`config.mk`:
```
export PLATFORM = sky130hd
export DESIGN_NAME = result_fifo
export DESIGN_NICKNAME = d
export VERILOG_FILES = /design/src/rtl/testport_pkg.sv /design/src/rtl/result_fifo.sv
export SDC_FILE = /design/constraint.sdc
export NUM_CORES = 1
export LEC_CHECK = 0
export CAP_MARGIN = 0
export CORE_ASPECT_RATIO = 0.6
export CORE_MARGIN = 2
export CORE_UTILIZATION = 37
export DETAILED_ROUTE_END_ITERATION = 16
export DONT_BUFFER_PORTS = 1
export PLACE_DENSITY = 0.54
export SLEW_MARGIN = 30
export SYNTH_ARGS = -nofsm -noshare
export SYNTH_HDL_FRONTEND = slang
export SYNTH_SLANG_ARGS = --single-unit
```
`constraint.sdc`:
```
create_clock -name clk -period 2.15 [get_ports clk]
set_input_delay 0.1075 -clock clk [delete_from_list [all_inputs] [get_ports clk]]
set_output_delay 0.1075 -clock clk [all_outputs]
set_load 0.02 [all_outputs]
```
`src/rtl/testport_pkg.sv`:
```
// rtl/testport_pkg.sv - shared constants, FSM encoding and FIFO entry type for the test-port writer
package testport_pkg;

  localparam logic [29:0] TEST_PORT = 30'hFF;
  localparam logic [31:0] BEGIN_SYM = 32'h0000_0932;
  localparam logic [31:0] END_SYM   = 32'h0000_0D5D;

  localparam logic [2:0] S_IDLE   = 3'd0;
  localparam logic [2:0] S_BEGIN  = 3'd1;
  localparam logic [2:0] S_STREAM = 3'd2;
  localparam logic [2:0] S_END    = 3'd3;
  localparam logic [2:0] S_DONE   = 3'd4;

  typedef struct packed {
    logic        last;
    logic [31:0] data;
  } fifo_entry_t;

endpackage

```
`src/rtl/result_fifo.sv`:
```
// rtl/result_fifo.sv - synchronous result buffer holding {last, data} entries
module result_fifo
  import testport_pkg::*;
#(
  parameter int DEPTH = 4
) (
  input  logic        clk,
  input  logic        rst,
  input  logic        clr,
  input  logic        push,
  input  logic        pop,
  input  fifo_entry_t wdata,
  output fifo_entry_t rdata,
  output logic        full,
  output logic        empty
);

  localparam int AW = $clog2(DEPTH);

  fifo_entry_t     mem [DEPTH];
  logic [AW-1:0]   wr_ptr;
  logic [AW-1:0]   rd_ptr;
  logic [AW:0]     count;
  logic            do_push;
  logic            do_pop;

  always_comb begin
    full    = (count == (AW+1)'(DEPTH));
    empty   = (count == '0);
    do_pop  = pop & ~empty;
    // A full buffer still takes a word when the head leaves in the same cycle
    do_push = push & (~full | do_pop);
    rdata   = mem[rd_ptr];
  end

  always_ff @(posedge clk) begin
    if (!rst || clr) begin
      wr_ptr <= '0;
      rd_ptr <= '0;
      count  <= '0;
    end else begin
      if (do_push) begin
        mem[wr_ptr] <= wdata;
        wr_ptr      <= wr_ptr + 1'b1;
      end
      if (do_pop)
        rd_ptr <= rd_ptr + 1'b1;
      case ({do_push, do_pop})
        2'b10:   count <= count + 1'b1;
        2'b01:   count <= count - 1'b1;
        default: count <= count;
      endcase
    end
  end

endmodule

```
## Word-level counts from Yosys, hierarchy flattened

Memory sizes are Yosys's and may differ from the RTL's. A register that Yosys moved wholly into a read port is not among the register bits.
Index checks and enable logic that the tools add are counted.

| word-level totals | value |
|---|---|
| flip-flop bits (word level) | 7 |
| RAM bits | 132 |
| input port bits | 38 |
| output and inout port bits | 35 |
| logic and storage cells | 26 |
| memories kept | 1 |

Memories:

| name | depth | bits a word | rd ports | clocked after memory_dff | wr ports | RTL line | RTL |
|---|---|---|---|---|---|---|---|
| mem | 4 | 33 | 1 | 1 | 1 | result_fifo.sv:20 | `fifo_entry_t mem [DEPTH];` |

| cells by class | value |
|---|---|
| add/subtract/negate cells | 4 |
| eq/ne operators | 3 |
| muxes and demuxes | 6 |
| bitwise operators | 5 |
| reduce and logical (&&, ||, !) cells | 4 |

Operator list:

| operator | number |
|---|---|
| $pmux W3 S2 | 1 |
| $add A2 B1 Y2 const B | 2 |
| $mux W2 | 2 |
| $add A3 B1 Y3 const B | 1 |
| $eq A3 B3 Y1 const B | 1 |
| $logic_not A3 Y1 | 1 |
| $mux W1 | 3 |
| $sub A3 B1 Y3 const B | 1 |
| $and A1 B1 Y1 | 2 |
| $eq A2 B1 Y1 const B | 1 |
| $eq A2 B2 Y1 const B | 1 |
| $not A1 Y1 | 2 |
| $reduce_bool A2 Y1 | 1 |
| $logic_not A1 Y1 | 1 |
| $logic_or A1 B1 Y1 | 1 |
| $or A1 B1 Y1 | 1 |

## Logic depth before layout (Yosys ltp)

| logic depth | value |
|---|---|
| depth after elaboration | 8 |
| gate-level depth with buffers | 7 |

## Worst setup path after synthesis

Ideal clock, no wire load.

| timing | value |
|---|---|
| path type | reg2reg |
| start point | reg count[1] |
| end point | mem mem[0][0] (netlist name), enable pin |
| setup time | 0.322 ns |
| data arrival time | 1.509 ns |
| slack | 0.319 ns |
| cell stages (with the launch flop) | 5 |
| path buffers | 1 |
| clock period less this slack | 1.831 ns |
| path through | dfxtp_1 buf_6 or4b_4 and2_4 and3_2 |

| on the way | value |
|---|---|
| cells in the longest elaborated chain, start to end | 8 |
| elaborated cells between the ends (all ways) | 10 |
| classes of those cells | 1 x eq/ne; 3 x mux; 5 x bitwise; 1 x reduce/logical |

Ends and longest elaborated chain:

| item | RTL line | RTL |
|---|---|---|
| start, declared | result_fifo.sv:23 | `logic [AW:0] count;` |
| start signal, assigned | result_fifo.sv:49 | `2'b10: count <= count + 1'b1;` |
| start signal, assigned | result_fifo.sv:50 | `2'b01: count <= count - 1'b1;` |
| start signal, assigned | result_fifo.sv:51 | `default: count <= count;` |
| $logic_not A3 Y1 | result_fifo.sv:29 | `empty = (count == '0);` |
| $not A1 Y1 | result_fifo.sv:30 | `do_pop = pop & ~empty;` |
| $and A1 B1 Y1 | result_fifo.sv:30 |  |
| $or A1 B1 Y1 * | result_fifo.sv:32 | `do_push = push & (~full \| do_pop);` |
| $and A1 B1 Y1 * | result_fifo.sv:32 |  |
| $mux W1 * | result_fifo.sv:42 | `if (do_push) begin` |
| $mux W1 * | result_fifo.sv:37 | `if (!rst \|\| clr) begin` |
| $mux W1 (implied by the code) * | result_fifo.sv:43 | `mem[wr_ptr] <= wdata;` |
| end, declared | result_fifo.sv:20 |  |

Mark *: on every way between the ends. The rest lies on a longest branch, timed or not.

## Worst setup path after layout

| timing | value |
|---|---|
| start point | reg count[2] |
| end point | mem mem[1][28] (netlist name), enable pin |

The elaborated chain is that of the path after synthesis.

==> impl_metrics.env <==
export IMPL_grt_pass1_wl_mm=15.1
export IMPL_synth_most_common_cell="edfxtp_1"
export IMPL_clockRootBuffer="clkbuf_16"
export IMPL_path_class="reg2reg"
export IMPL_ys_flop_type="edfxtp_1"
export IMPL_area_growth_pct=23.1
export IMPL_cp_slowest_cell="or4b_4"
export IMPL_setup_tns_ns=0
export IMPL_grt_ovfl_total=0
export IMPL_clock_path_buffers=2
export IMPL_final_hold_viol_count=0
export IMPL_dr_pass1_iters=4
export IMPL_yosysWarnings=0
export IMPL_final_core_util=0.473
export IMPL_powerDensity_nw_per_um2=920
export IMPL_synth_area_um2=5330
export IMPL_postSynth_asyncResetShare=0
export IMPL_wire_per_inst_um=19.4
export IMPL_crit_path_max_incr_delay_ns=0.50
export IMPL_synth_fp_nets=283
export IMPL_rsz0062_at_grt="no"
export IMPL_clk_pin_slew_worst_paths_ns=0.06
export IMPL_drv_slew=0
export IMPL_worstSkewPairLatency_ns=0.41
export IMPL_finClkSkew_ns=0.00996
export IMPL_synth_edff_count=132
export IMPL_vias_per_cell=4.93
export IMPL_cp_end_kind="register"
export IMPL_yosys_area_top_type="edfxtp_1"
export IMPL_timing_fmax_ghz=0.519
export IMPL_period_minus_slack_ns=1.93
export IMPL_grt_usage=0.134
export IMPL_rows=33
export IMPL_power_leakage_nw=2.06
export IMPL_synth_common_cells="edfxtp_1 (132), mux4_2 (33), dfxtp_1 (9)"
export IMPL_crit_required_ns=2.27
export IMPL_cts_buffers=17
export IMPL_synth_cell_types=37
export IMPL_io_pins=73
export IMPL_ctsHtreeMaxLevel=4
export IMPL_placed_area_um2=5620
export IMPL_ctsResizeCount=0
export IMPL_grt_max_degree=25
export IMPL_tritoncts="yes"
export IMPL_fp_dieW_um=159
export IMPL_setup_violations=0
export IMPL_synth_seq_cells=141
export IMPL_hpwl_mm=5.82
export IMPL_status="finished, final reports clean"
export IMPL_period_share=0.897
export IMPL_grt_pass1_vias=2628
export IMPL_timing_hold_ws_ns=0.0224
export IMPL_drtIter0Drc=112
export IMPL_routed_wl_mm=9.68
export IMPL_drive_above_1_share=0.280
export IMPL_start_util=0.384
export IMPL_tightest_slew_ns=0.671
export IMPL_die_area_um2=15400
export IMPL_slew_headroom=0.549
export IMPL_drc=0
export IMPL_path_cells="or4b_4 > and2_4 > and3_2 > buf_4"
export IMPL_nets=337
export IMPL_core_region_area_um2=13900
export IMPL_critical_path_top_delay_family="simple AND/OR/NAND/NOR gates"
export IMPL_drtAntennaViolNets=0
export IMPL_die_height_um=97
export IMPL_vias=2463
export IMPL_fillers=1172
export IMPL_antenna_found_initial=1
export IMPL_ir_worst_vdd_v=0.000486
export IMPL_synthCells=240
export IMPL_worst_ep_arrival_time_ns=2.05
export IMPL_dp_cells=430
export IMPL_syn_avg_cell_area_um2=22.2
export IMPL_critPathLaunchType="register"
export IMPL_ys_seq_area_frac=0.777
export IMPL_hp_class="in2reg"
export IMPL_drv_cap=0
export IMPL_synth_area_leaders="edfxtp_1 (74%), mux4_2 (14%), dfxtp_1 (3.4%), ha_1 (0.94%), and3_2 (0.56%)"
export IMPL_final_area_um2=6570
export IMPL_port_buffers=0
export IMPL_final_cells=500
export IMPL_gp_congestion=0.695
export IMPL_clkSinkCount=141
export IMPL_synth_top_area_share=0.743
export IMPL_cp_max_fo=24
export IMPL_critical_path_buf_inv_count=1
repair_timing:
action | CTS | global route
hold buffers | 37 | 0
hold endpoints to repair | 139 | 0
buffers inserted | 0 | 0
logic make-up after synthesis:
| logic type | count (synthesis) | share of synthesized area |
|---|---|---|
| AO/OA/AOI/OAI | 12 | 0.0171 |
| XOR/XNOR | 4 | 0.00657 |
| adder cells (fa/ha/maj) | 5 | 0.0131 |
| buffers and inverters | 18 | 0.0160 |
| flip-flops | 141 | 0.777 |
| multiplexers | 34 | 0.141 |
| AND/OR/NAND/NOR | 26 | 0.0291 |
registers in the layout, summed over array words and instances (netlist names), named ones only:
register  count
wr_ptr        2
count         3
rd_ptr        2
mem         132
worst paths after layout:
kind,start,to,cells after the start,slack [ns]
max,count[2]$_SDFFE_PP0P_,mem[1][28]$_DFFE_PP_,4,0.22
min,push,count[0]$_SDFFE_PP0P_,3,0.02
max reg2reg,count[2]$_SDFFE_PP0P_,mem[1][28]$_DFFE_PP_,4,0.22
min reg2reg,wr_ptr[0]$_SDFFE_PP0P_,wr_ptr[0]$_SDFFE_PP0P_,2,0.50
cell type report:
class,count,area (µm²),area share
inverter,5,18.8,0.00286
clock inverter,14,145,0.0221
sequential,141,4150,0.632
tap,192,240,0.0366
clock buffer,18,429,0.0654
antenna,1,2.50,0.000381
timing repair buffer,48,478,0.0728
multi-input combinational,81,1100,0.168
cells in the final DEF (no fill, tap or decap), types with 4 or more instances in the layout:
| master | count |
|---|---|
| edfxtp_1 | 132 |
| dlygate4sd3_1 | 37 |
| mux4_2 | 33 |
| clkbuf_16 | 17 |
| buf_4 | 9 |
| dfxtp_1 | 7 |
| inv_1 | 5 |
| nor2_1 | 5 |
| and3_2 | 4 |
| ha_1 | 4 |
| clkinv_4 | 4 |
power breakdown:
part	leakage [nW]	internal, mW	switching, mW
Sequential	1.27	3.03	0.0102
Combinational	0.523	0.0933	0.122
Clock	0.274	1.70	1.08
Total	2.06	4.83	1.21
worst reg2reg max path, stage by stage (launching register included):
cell	delay (ns)
dfxtp_1	0.47
or4b_4	0.50
and2_4	0.20
and3_2	0.21
buf_4	0.26
through the flow:
stage	power (mW)	setup WS (ns)
after floorplan	3.21	0.319
after global placement	3.23	0.271
after detailed placement	3.24	0.235
after CTS	6.13	0.217
after global routing	6.25	0.119
final	6.04	0.222
routing by layer:
layer	GRT usage	part of all wire	up-vias	wire (µm)
met4	0.0566	0.0094	0	91
met1	0.176	0.46	1288	4480
met3	0.0480	0.053	9	511
li1	-	-	1103	-
met2	0.204	0.48	63	4600
met5	0	0	-	0
Power figures use the tool's default switching activity.
